### config.mk
export PLATFORM = sky130hd
export DESIGN_NAME = cdb_arbiter
export DESIGN_NICKNAME = d
export VERILOG_FILES = /design/src/rtl/cdb_arbiter.sv
export SDC_FILE = /design/constraint.sdc
export NUM_CORES = 1
export LEC_CHECK = 0
export ABC_AREA = 1
export CORE_UTILIZATION = 39
export CTS_CLUSTER_DIAMETER = 40
export CTS_CLUSTER_SIZE = 25
export DETAILED_ROUTE_END_ITERATION = 7
export PLACE_DENSITY = 0.83
export SLEW_MARGIN = 0
export SYNTH_ARGS = -nofsm -noshare
export SYNTH_HDL_FRONTEND = slang
export SYNTH_SLANG_ARGS = --single-unit
### constraint.sdc
create_clock -name clk -period 2.9 [get_ports clk]
set_input_delay 0.435 -clock clk [delete_from_list [all_inputs] [get_ports clk]]
set_output_delay 0.435 -clock clk [all_outputs]
set_load 0.005 [all_outputs]
### src/rtl/cdb_arbiter.sv
// cdb_arbiter: round-robin arbiter and broadcast register for the common data bus.
//
// Each cycle, if the broadcast register is open (empty or being accepted) and no flush is
// pending, one requesting producer is granted combinationally. Its tag/data/exception are
// captured into the broadcast register at the next rising edge.
//
// Ports:
//   clk                  clock, rising edge
//   rst_n                synchronous active-low reset
//   req_i                per-producer broadcast request
//   tag_in_i             packed per-producer destination tags (producer i at [i*TAG_WIDTH +: TAG_WIDTH])
//   data_in_i            packed per-producer results (producer i at [i*DATA_WIDTH +: DATA_WIDTH])
//   exception_in_i       per-producer exception flag
//   grant_o              one-hot-or-zero grant, same cycle as req_i
//   flush_i              kills the pending broadcast
//   cdb_ready_i          consumers accept the current broadcast this cycle
//   cdb_valid_o / cdb_tag_o / cdb_data_o / cdb_exception_o   registered broadcast
//   perf_conflict_cnt_o  count of grants issued while two or more producers requested
//
// Build option: define CDB_ARB_PERF_EN to include the conflict counter; otherwise the
// counter output is tied to zero.

module cdb_arbiter #(
    parameter int unsigned N_PROD     = 4,
    parameter int unsigned TAG_WIDTH  = 6,
    parameter int unsigned DATA_WIDTH = 32
) (
    input  logic                         clk,
    input  logic                         rst_n,
    input  logic [N_PROD-1:0]            req_i,
    input  logic [N_PROD*TAG_WIDTH-1:0]  tag_in_i,
    input  logic [N_PROD*DATA_WIDTH-1:0] data_in_i,
    input  logic [N_PROD-1:0]            exception_in_i,
    output logic [N_PROD-1:0]            grant_o,
    input  logic                         flush_i,
    input  logic                         cdb_ready_i,
    output logic                         cdb_valid_o,
    output logic [TAG_WIDTH-1:0]         cdb_tag_o,
    output logic [DATA_WIDTH-1:0]        cdb_data_o,
    output logic                         cdb_exception_o,
    output logic [15:0]                  perf_conflict_cnt_o
);

    localparam int unsigned PtrW = (N_PROD > 1) ? $clog2(N_PROD) : 1;
    // One extra bit so rr_ptr + offset cannot overflow before the wrap correction.
    localparam int unsigned SumW = PtrW + 1;

    logic [PtrW-1:0]       rr_ptr_q, rr_ptr_d;
    logic                  cdb_valid_q, cdb_valid_d;
    logic [TAG_WIDTH-1:0]  cdb_tag_q, cdb_tag_d;
    logic [DATA_WIDTH-1:0] cdb_data_q, cdb_data_d;
    logic                  cdb_exc_q, cdb_exc_d;

    logic                  open;
    logic                  found;
    logic [N_PROD-1:0]     grant;
    logic [PtrW-1:0]       grant_idx;
    logic [PtrW-1:0]       ptr_nxt;
    logic [SumW-1:0]       sum;

    // Round-robin search starting at rr_ptr_q, wrapping at N_PROD-1.
    always_comb begin
        open      = !cdb_valid_q || cdb_ready_i;
        grant     = '0;
        grant_idx = '0;
        found     = 1'b0;
        sum       = '0;
        // Gating on rst_n keeps grant zero during reset.
        if (rst_n && !flush_i && open) begin
            for (int k = 0; k < N_PROD; k++) begin
                sum = {1'b0, rr_ptr_q} + SumW'(k);
                if (sum >= SumW'(N_PROD)) begin
                    sum = sum - SumW'(N_PROD);
                end
                if (!found && req_i[sum[PtrW-1:0]]) begin
                    found            = 1'b1;
                    grant_idx        = sum[PtrW-1:0];
                    grant[grant_idx] = 1'b1;
                end
            end
        end
    end

    assign grant_o = grant;
    assign ptr_nxt = (grant_idx == PtrW'(N_PROD - 1)) ? '0 : grant_idx + 1'b1;

    always_comb begin
        rr_ptr_d    = rr_ptr_q;
        cdb_valid_d = cdb_valid_q;
        cdb_tag_d   = cdb_tag_q;
        cdb_data_d  = cdb_data_q;
        cdb_exc_d   = cdb_exc_q;
        if (flush_i) begin
            // Payload may hold; only validity is killed.
            cdb_valid_d = 1'b0;
        end else if (open) begin
            if (found) begin
                rr_ptr_d    = ptr_nxt;
                cdb_valid_d = 1'b1;
                cdb_tag_d   = tag_in_i[int'(grant_idx)*TAG_WIDTH +: TAG_WIDTH];
                cdb_data_d  = data_in_i[int'(grant_idx)*DATA_WIDTH +: DATA_WIDTH];
                cdb_exc_d   = exception_in_i[grant_idx];
            end else begin
                cdb_valid_d = 1'b0;
            end
        end
    end

    always_ff @(posedge clk) begin
        if (!rst_n) begin
            rr_ptr_q    <= '0;
            cdb_valid_q <= 1'b0;
            cdb_tag_q   <= '0;
            cdb_data_q  <= '0;
            cdb_exc_q   <= 1'b0;
        end else begin
            rr_ptr_q    <= rr_ptr_d;
            cdb_valid_q <= cdb_valid_d;
            cdb_tag_q   <= cdb_tag_d;
            cdb_data_q  <= cdb_data_d;
            cdb_exc_q   <= cdb_exc_d;
        end
    end

    assign cdb_valid_o     = cdb_valid_q;
    assign cdb_tag_o       = cdb_tag_q;
    assign cdb_data_o      = cdb_data_q;
    assign cdb_exception_o = cdb_exc_q;

`ifdef CDB_ARB_PERF_EN
    logic [15:0] perf_q, perf_d;

    // Saturating count of contested grants.
    always_comb begin
        perf_d = perf_q;
        if (found && ($countones(req_i) >= 2) && (perf_q != 16'hFFFF)) begin
            perf_d = perf_q + 16'd1;
        end
    end

    always_ff @(posedge clk) begin
        if (!rst_n) begin
            perf_q <= '0;
        end else begin
            perf_q <= perf_d;
        end
    end

    assign perf_conflict_cnt_o = perf_q;
`else
    assign perf_conflict_cnt_o = '0;
`endif

endmodule

# Word level (Yosys, flattened, before mapping)
# Cells that the tools add are included.
[totals]
register_bits = 42
input_bits = 164
out_inout_bits = 60
elab_cells = 101
[op_classes]
n_addsub = 8
mul = 1
n_lt_le_gt_ge = 13
n_eq_ne = 1
shift = 2
mux = 49
bitwise_logic = 5
reduce_logical = 17
[ops]
columns = ["operator", "n"]
rows = [
  ["$shiftx 128x8->32", 1],
  ["$mux 4", 8],
  ["$mux 2", 14],
  ["$shiftx 24x6->6", 1],
  ["$mux 1", 18],
  ["$lt 2x3->1 const B", 5],
  ["$or 4x4->4", 3],
  ["$bmux 1 s2", 5],
  ["$ge 3x3->1 const B", 3],
  ["$logic_and 1x1->1", 9],
  ["$demux 1 s2", 4],
  ["$ge 2x1->1 const B", 4],
  ["$sub 2x1->2 const B", 4],
  ["$add 2x2->3 const B", 2],
  ["$logic_not 1->1", 5],
  ["$mul 2x2->4 const B", 1],
  ["$add 2x1->3 const B", 1],
  ["$ge 2x3->1 const B", 1],
  ["$reduce_and 3->1", 1],
  ["$add 2x1->2 const B", 1],
  ["$eq 2x2->1 const B", 1],
  ["$not 1->1", 2],
  ["$reduce_or 2->1", 1],
  ["$logic_or 1x1->1", 1],
]

# Longest topological paths before layout
# Gate-level depths: netlist of run 1.
[depth]
ltp_word = 22
depth_mapped = 17
mapped_depth_nobuf = 15

# Worst setup path before layout of run 1
# No wires, ideal clock.
[synth_path]
path_type = "flip-flop to flip-flop"
from = "register rr_ptr_q[1]"
to = "register cdb_data_q[18], in the netlist cdb_data_o[18]"
t_arrival_ns = 2.068
slack_ns = 0.723
path_stages_with_launch = 17
path_buffers = 1
period_less_slack_ns = 2.177
cell_sequence = "dfxtp_1 > inv_2 > ha_1 > inv_1 > nand2_1 > nand2_2 > nor2_8 > nand3_4 > nand2_4 > inv_4 > nand2_4 > buf_4 > nand2_1 > nand3_1 > nand3_1 > nand2_1 > inv_1"
[synth_via]
elab_chain_cells = 20
[synth_rtl]
columns = ["element", "line", "rtl"]
rows = [
  ["start: declaration", "48", "logic [PtrW-1:0] rr_ptr_q, rr_ptr_d;"],
  ["start signal: assignment", "117", "rr_ptr_q <= rr_ptr_d;"],
  ["$ge 2x3->1 / $sub 2x1->2 (equally long branches)", "72, 73", ""],
  ["$mux 2", "72", "if (sum >= SumW'(N_PROD)) begin"],
  ["$mux 2", "69", "if (rst_n && !flush_i && open) begin"],
  ["$bmux 1 s2", "75", "if (!found && req_i[sum[PtrW-1:0]]) begin"],
  ["$mux 1 (implied by the code)", "75", ""],
  ["$mux 1", "75", ""],
  ["$mux 1", "69", ""],
  ["$logic_not 1->1", "75", ""],
  ["(+4 left out)", "--", ""],
  ["$logic_and 1x1->1", "75", ""],
  ["$mux 1", "75", ""],
  ["$mux 1", "69", ""],
  ["$logic_not 1->1", "75", ""],
  ["$logic_and 1x1->1", "75", ""],
  ["$mux 2 / $mux 1 (equally long branches)", "75", ""],
  ["$mux 2 / $mux 1 (equally long branches)", "69", ""],
  ["$shiftx 128x8->32 / $reduce_and 3->1 (equally long branches)", "--", ""],
  ["end signal: assignment", "120", "cdb_data_q <= cdb_data_d;"],
  ["end: declaration", "51", "logic [DATA_WIDTH-1:0] cdb_data_q, cdb_data_d;"],
]
# Several ways; a longest one is shown, not always the timed one. The select of a mux whose other input is x is not followed.
# A chain may end at the register's enable or synchronous reset.

# Final worst setup path of run 1
[layout_path]
from = "input req_i[1]"
to = "output grant_o[3]"
[layout_via]
elab_chain_cells = 16
[layout_rtl]
columns = ["element", "line", "rtl"]
rows = [
  ["start: declaration", "30", "input logic [N_PROD-1:0] req_i,"],
  ["$bmux 1 s2", "75", ""],
  ["$mux 1 (implied by the code)", "75", ""],
  ["$mux 1", "75", ""],
  ["$mux 1", "69", ""],
  ["$logic_not 1->1", "75", ""],
  ["$logic_and 1x1->1", "75", ""],
  ["$mux 1", "75", ""],
  ["$mux 1", "69", ""],
  ["$logic_not 1->1", "75", ""],
  ["$logic_and 1x1->1", "75", ""],
  ["$mux 1", "75", ""],
  ["$mux 1", "69", ""],
  ["$logic_not 1->1", "75", ""],
  ["$logic_and 1x1->1", "75", ""],
  ["$mux 4 (*)", "75", ""],
  ["$mux 4 (*)", "69", ""],
  ["end: declaration", "34", "output logic [N_PROD-1:0] grant_o,"],
]
# Every way passes the cells marked *; elsewhere a longest branch is shown, timed or not. The select of a mux whose other input is x is not followed.

==> impl_metrics.json, run 1 <==
{
  "arrival_ns": 2.34,
  "cts_tree": "done",
  "ant_nets": 0,
  "synth_xor_xnor_area_share_pct": 0,
  "clk_path_buf_depth": 2,
  "slowest_delay_ns": 0.49,
  "synth_edf_count": 0,
  "drtIter0Drc": 160,
  "muxShareOfSynthArea_pct": 0,
  "synthFlopType": "dfxtp_1",
  "relSlewSlack_pct": 66.9,
  "critPathMaxFanout": 7,
  "cap_violations": 0,
  "async_flop_share_pct": 0,
  "max_freq_mhz": 360,
  "cts.sinks": 42,
  "initial_core_util_pct": 40.7,
  "post-route-drc-count": 0,
  "yosysWarningCount": 0,
  "netlist_area_mm2": 0.00381,
  "nets": 1033,
  "rows": 35,
  "wirelength_mm": 12.4,
  "cts_made_buffers": 5,
  "dp_hpwl_mm": 9.28,
  "peakVddDrop_v": 0.000232,
  "grt_usage_pct": 24.0,
  "place_inst": 982,
  "io_pins": 224,
  "postPlaceCellArea_mm2": 0.00590,
  "drtPass1Iterations": 4,
  "synth-compound-area-share_pct": 9.48,
  "synth_fa_ha_area_share_pct": 2.63,
  "hold_path.class": "reg -> reg",
  "synth_most_common_cell": "nand2_1",
  "hold_viol_final": 0,
  "design_area_mm2": 0.00604,
  "skew_ns": 0.00839,
  "slew_viol_final": 0,
  "synthSimpleGateAreaFrac_pct": 45.4,
  "cts-root-buf": "clkbuf_8",
  "synth-seq-area-share_pct": 22.1,
  "period_minus_slack_ns": 2.78,
  "portBuffers": 207,
  "synth_cell_types": 33,
  "vias": 4590,
  "layout-drive-gt1-share_pct": 5.92,
  "tightest_slew_ns": 0.494,
  "core_area_mm2": 0.00937,
  "die_w_um": 101,
  "synth_top_area_share_pct": 22.1,
  "leakagePower_nw": 2.93,
  "path_clk_slew_ns": 0.08,
  "grt_overflow": 0,
  "yosys-top-cells-count": "186 x nand2_1, 102 x inv_1, 101 x nor2_1",
  "synth_seq_cells": 42,
  "worstPathCellList": "clkdlybuf4s50_1 -> inv_1 -> nand2_1 -> nand3_2 -> nand2_4 -> nor2_8 -> nand3_2 -> o221ai_1 -> nand2_1 -> inv_1 -> clkdlybuf4s50_1",
  "finalCritPeriodShare_pct": 95.7,
  "insertion_delay_ns": 0.29,
  "drt-wirelength-per-cell_um": 12.5,
  "cp.required_ns": 2.47,
  "path_buf_inv": 4,
  "grt_pass1_wl_mm": 19.5,
  "antenna_found_initial": 0,
  "fp.dieH_um": 101,
  "status": "finished clean",
  "avgSynthCellArea_um2": 5.71,
  "yosys-top-cells-area": "dfxtp_1 22%, nand2_1 18%, nand3_1 12%",
  "die_area_mm2": 0.0102,
  "cp-start-kind": "input pin",
  "viasPerCell": 4.63,
  "synth_top_family_by_area": "simple AND/OR/NAND/NOR gates",
  "synthCells": 668,
  "grt_pass1_vias": 4207,
  "yosys.area.top_type": "dfxtp_1",
  "diodes": 0,
  "crit_type": "in -> out",
  "crit_slowest_cell": "clkdlybuf4s50_1",
  "h-tree-depth": 2,
  "grt_max_degree": 61,
  "final-instance-count-excl-fill": 991,
  "syn_to_final_growth_pct": 58.5,
  "cp-end-kind": "output port",
  "power.density_mw_per_mm2": 380,
  "gp_congestion": 0.942,
  "setup_violations": 0,
  "crit_family": "buffers and inverters"
}
[layout make-up]
cell class | instances | area, um2
clock buffer | 5 | 68.8
clock inverter | 3 | 40.0
fill | 925 | 3330
inverter | 111 | 429
multi-input combinational | 479 | 2270
sequential | 42 | 846
tap | 129 | 161
timing repair buffer | 222 | 2220
[power by group]
| group | switching [W] | total, W | internal, W |
|---|---|---|---|
| Clock | 0.000209 | 0.000463 | 0.000254 |
| Sequential | 0.0000345 | 0.000673 | 0.000639 |
| Combinational | 0.000596 | 0.00116 | 0.000564 |
| Total | 0.000840 | 0.00230 | 0.00146 |
[routing by layer]
metal / GRT usage, % / wire, um
met1: 28.4 / 5150
met5: 0 / 0
met4: 6.47 / 231
met3: 5.83 / 1060
met2: 43.2 / 5930
[state kept, by name (all words and copies together), names as in the netlist]
register and count:
cdb_valid_o 1, cdb_data_o 32, cdb_exception_o 1, rr_ptr_q 2, cdb_tag_o 6
[worst min-delay path, delay by kind of cell (launching register included)]
family | cells | cell delay (ns)
AND/OR/NAND/NOR | 3 | 0.18
buffers and inverters | 1 | 0.04
flip-flops | 1 | 0.33
[logic make-up after synthesis]
family,Yosys count
AO/OA/AOI/OAI,57
AND/OR/NAND/NOR,398
adder cells (fa/ha/maj),8
buffers and inverters,162
flip-flops,42
other,1
[stage by stage]
stage                     hold WS (ns)  setup slack (ns)  power, W  utilization, %  setup TNS, ns
after floorplan                  0.554             0.723   0.00134               -              0
after global placement           0.542             0.155   0.00181            62.9              0
after detailed placement         0.548            0.0859   0.00182            62.9              0
after CTS                        0.570            0.0192   0.00230            64.1              0
after global routing             0.606           -0.0113   0.00248            64.5        -0.0113
final                            0.566             0.124   0.00230            64.5              0
[placed cells by master, fill, tap and decap left out, types with 2 or more instances in the layout]
master / instances
o21ai_1: 9
nand2_1: 186
buf_12: 3
inv_1: 102
o21bai_1: 21
conb_1: 16
buf_4: 12
nor2_1: 100
nor2_4: 3
o22ai_1: 7
clkbuf_8: 5
nand2_2: 3
and3_1: 6
nand2_4: 4
a31oi_1: 3
a21oi_1: 10
inv_2: 5
nand3_1: 89
ha_1: 7
inv_4: 3
dfxtp_1: 40
nand3_2: 3
clkinv_2: 2
clkdlybuf4s50_1: 206
o21ai_0: 3
a22oi_1: 2
[worst paths after layout]
| path | slack, ns | endpoint | from | cells past startpoint |
|---|---|---|---|---|
| worst min register to register | 0.57 | cdb_data_o[1] | cdb_data_o[1] | 4 |
| worst max-delay path | 0.12 | grant_o[3] | req_i[1] | 11 |
| worst max register to register | 0.62 | cdb_data_o[0] | rr_ptr_q[1] | 16 |
| worst min-delay path | 0.57 | cdb_data_o[1] | cdb_data_o[1] | 4 |
[repair_timing]
item                       4_1_cts  5_1_grt
buffers inserted                 0        1
pin swaps                        0        2
hold buffers                     0        0
gates resized for setup          2       10
setup endpoints to repair        3        4
No activity file was read; power rests on OpenSTA's default activity.
==> run 2: changes to the inputs <==
--- a/config.mk
+++ b/config.mk
@@ -6,6 +6,7 @@
 export NUM_CORES = 1
 export LEC_CHECK = 0
 export ABC_AREA = 1
+export CAP_MARGIN = 20
 export CORE_UTILIZATION = 39
 export CTS_CLUSTER_DIAMETER = 40
 export CTS_CLUSTER_SIZE = 25
==> results of run 2 <==
Final layout, timing and power as in run 1 (identical DEF).
==> run 3: changes to the inputs <==
--- a/config.mk
+++ b/config.mk
@@ -12,6 +12,7 @@
 export CTS_CLUSTER_SIZE = 25
 export DETAILED_ROUTE_END_ITERATION = 7
 export PLACE_DENSITY = 0.83
+export RECOVER_POWER = 100
 export SLEW_MARGIN = 0
 export SYNTH_ARGS = -nofsm -noshare
 export SYNTH_HDL_FRONTEND = slang
==> impl_metrics.json, run 3 (same netlist as run 1, synthesis figures left out) <==
{
  "finalCritPeriodShare_pct": 96.2,
  "fp.dieH_um": 101,
  "hold_path.class": "reg -> reg",
  "status": "finished clean",
  "fillCellCount": 930,
  "cp-end-kind": "output port",
  "multiInputGateArea_mm2": 0.00227,
  "design_area_mm2": 0.00602,
  "setup_violations": 0,
  "grt_pass1_vias": 4207,
  "leakagePower_nw": 3.02,
  "cts_tree": "done",
  "setup.worst_path.end": "grant_o[0]",
  "wirelength_met1_mm": 5.16,
  "drtPass1Iterations": 4,
  "wl_met2_mm": 5.97,
  "cts-root-buf": "clkbuf_8",
  "r2r_start": "rr_ptr_q[1]",
  "rows": 35,
  "grt_pass1_wl_mm": 19.5,
  "cp.required_ns": 2.47,
  "nets": 1033,
  "critPathMaxFanout": 6,
  "dp_hpwl_mm": 9.28,
  "slew_viol_final": 0,
  "core_area_mm2": 0.00937,
  "worstSetupStartpoint": "req_i[1]",
  "ant_nets": 0,
  "portBuffers": 207,
  "postPlaceCellArea_mm2": 0.00590,
  "power.density_mw_per_mm2": 376,
  "tns_ns": 0,
  "grt_overflow": 0,
  "period_minus_slack_ns": 2.79,
  "cp-start-kind": "input pin",
  "r2r-end": "cdb_data_o[3]",
  "die_area_mm2": 0.0102,
  "clk_path_buf_depth": 2,
  "crit_type": "in -> out",
  "diodes": 0,
  "gp_congestion": 0.942,
  "grt_max_degree": 61,
  "relSlewSlack_pct": 62.5,
  "pre_cts_slack_ns": 0.0859,
  "route.top_layer_used": "met4",
  "cts_made_buffers": 5,
  "drt-wirelength-per-cell_um": 12.5,
  "fin_hold_ws_ns": 0.562,
  "vias": 4620,
  "peakVddDrop_v": 0.000232,
  "layout_setup_ws_ns": 0.111,
  "reg2reg_slack_ns": 0.25,
  "largest_reg_flops": 32,
  "arrival_ns": 2.35,
  "cts.sinks": 42,
  "hold_viol_final": 0,
  "viasPerCell": 4.66,
  "crit_slowest_cell": "clkdlybuf4s50_1",
  "final_cell_mix": "186 x nand2_1, 166 x clkdlybuf4s50_1, 102 x inv_1, 100 x nor2_1, 89 x nand3_1",
  "h-tree-depth": 2,
  "tightest_slew_ns": 0.562,
  "wl_met3_mm": 1.05,
  "path_clk_slew_ns": 0.08,
  "wirelength_mm": 12.4,
  "max_freq_mhz": 359,
  "grt_usage_pct": 24.0,
  "slowest_delay_ns": 0.45,
  "worstPathCellList": "clkdlybuf4s50_1 -> inv_1 -> nand2_1 -> nand3_2 -> nand2_4 -> buf_4 -> a22oi_1 -> o21ai_0 -> o21ai_0 -> inv_1 -> clkdlybuf4s50_1",
  "cap_violations": 0,
  "skew_ns": 0.00856,
  "syn_to_final_growth_pct": 57.8,
  "io_pins": 224,
  "regArea_um2": 846,
  "post-route-drc-count": 0,
  "layout-drive-gt1-share_pct": 5.80,
  "antenna_found_initial": 0,
  "reg2reg_depth": 16,
  "final_common_cell": "nand2_1",
  "die_w_um": 101,
  "insertion_delay_ns": 0.29,
  "initial_core_util_pct": 40.7,
  "drtIter0Drc": 146
}
-- run 3: cell count changes in the layout (fill, tap and decap cells not counted), sizes merged --
cell	delta
dlygate4sd3	+40
clkbuf	+3
clkdlybuf4s50	-40
buf	-3
-- run 3: final cells by class --
cell class | instances | share of cell area, %
clock inverters | 3 | 0.665
inverters | 111 | 7.09
repair buffers | 222 | 36.7
multi-input cells | 479 | 37.7
clock buffers | 5 | 1.14
well taps | 129 | 2.68
flip-flops and latches | 42 | 14.1
-- run 3: per-layer routing --
metal	vias to the layer above	global-route usage (%)
met3	21	5.83
li1	2394	-
met1	2010	28.4
met2	195	43.2
met5	-	0
met4	0	6.47
-- run 3: power by group --
| group | internal, W | total (W) | leakage, nW | switching [W] |
|---|---|---|---|---|
| sequential | 0.000639 | 0.000671 | 0.347 | 0.0000320 |
| clock | 0.000254 | 0.000462 | 0.0579 | 0.000209 |
| combinational | 0.000536 | 0.00113 | 2.62 | 0.000596 |
| total | 0.00143 | 0.00226 | 3.02 | 0.000836 |
-- run 3: how the worst min path moves through the flow --
stage / from / endpoint / slack (ns) / cells past startpoint
2_1_floorplan: cdb_data_o[0] / cdb_data_o[0] / 0.55 / 4
3_3_place_gp: cdb_data_o[3] / cdb_data_o[3] / 0.54 / 4
3_5_place_dp: cdb_tag_o[3] / cdb_tag_o[3] / 0.55 / 4
4_1_cts: cdb_data_o[28] / cdb_data_o[28] / 0.57 / 4
5_1_grt: cdb_data_o[16] / cdb_data_o[16] / 0.60 / 4
6_report: cdb_data_o[1] / cdb_data_o[1] / 0.56 / 4
-- run 3: worst max-delay path, delay by kind of cell --
kind	cells	cell delay [ns]
AND/OR/NAND/NOR	3	0.29
AO/OA/AOI/OAI	3	0.47
buffers and inverters	5	1.16
-- run 3: what timing repair did --
action	4_1_cts	5_1_grt
hold buffers	0	0
pin swaps	0	2
setup buffers	0	1
hold endpoints to repair	0	0
gates cloned	0	0
endpoints found under the setup margin	3	4
gates resized for setup	2	10
-- run 3: through the flow --
step	power, W	util, %	instances
2_1_floorplan	0.00134	-	683
3_3_place_gp	0.00181	62.9	982
3_5_place_dp	0.00182	62.9	982
4_1_cts	0.00230	64.1	990
5_1_grt	0.00244	64.2	991
6_report	0.00226	64.2	991
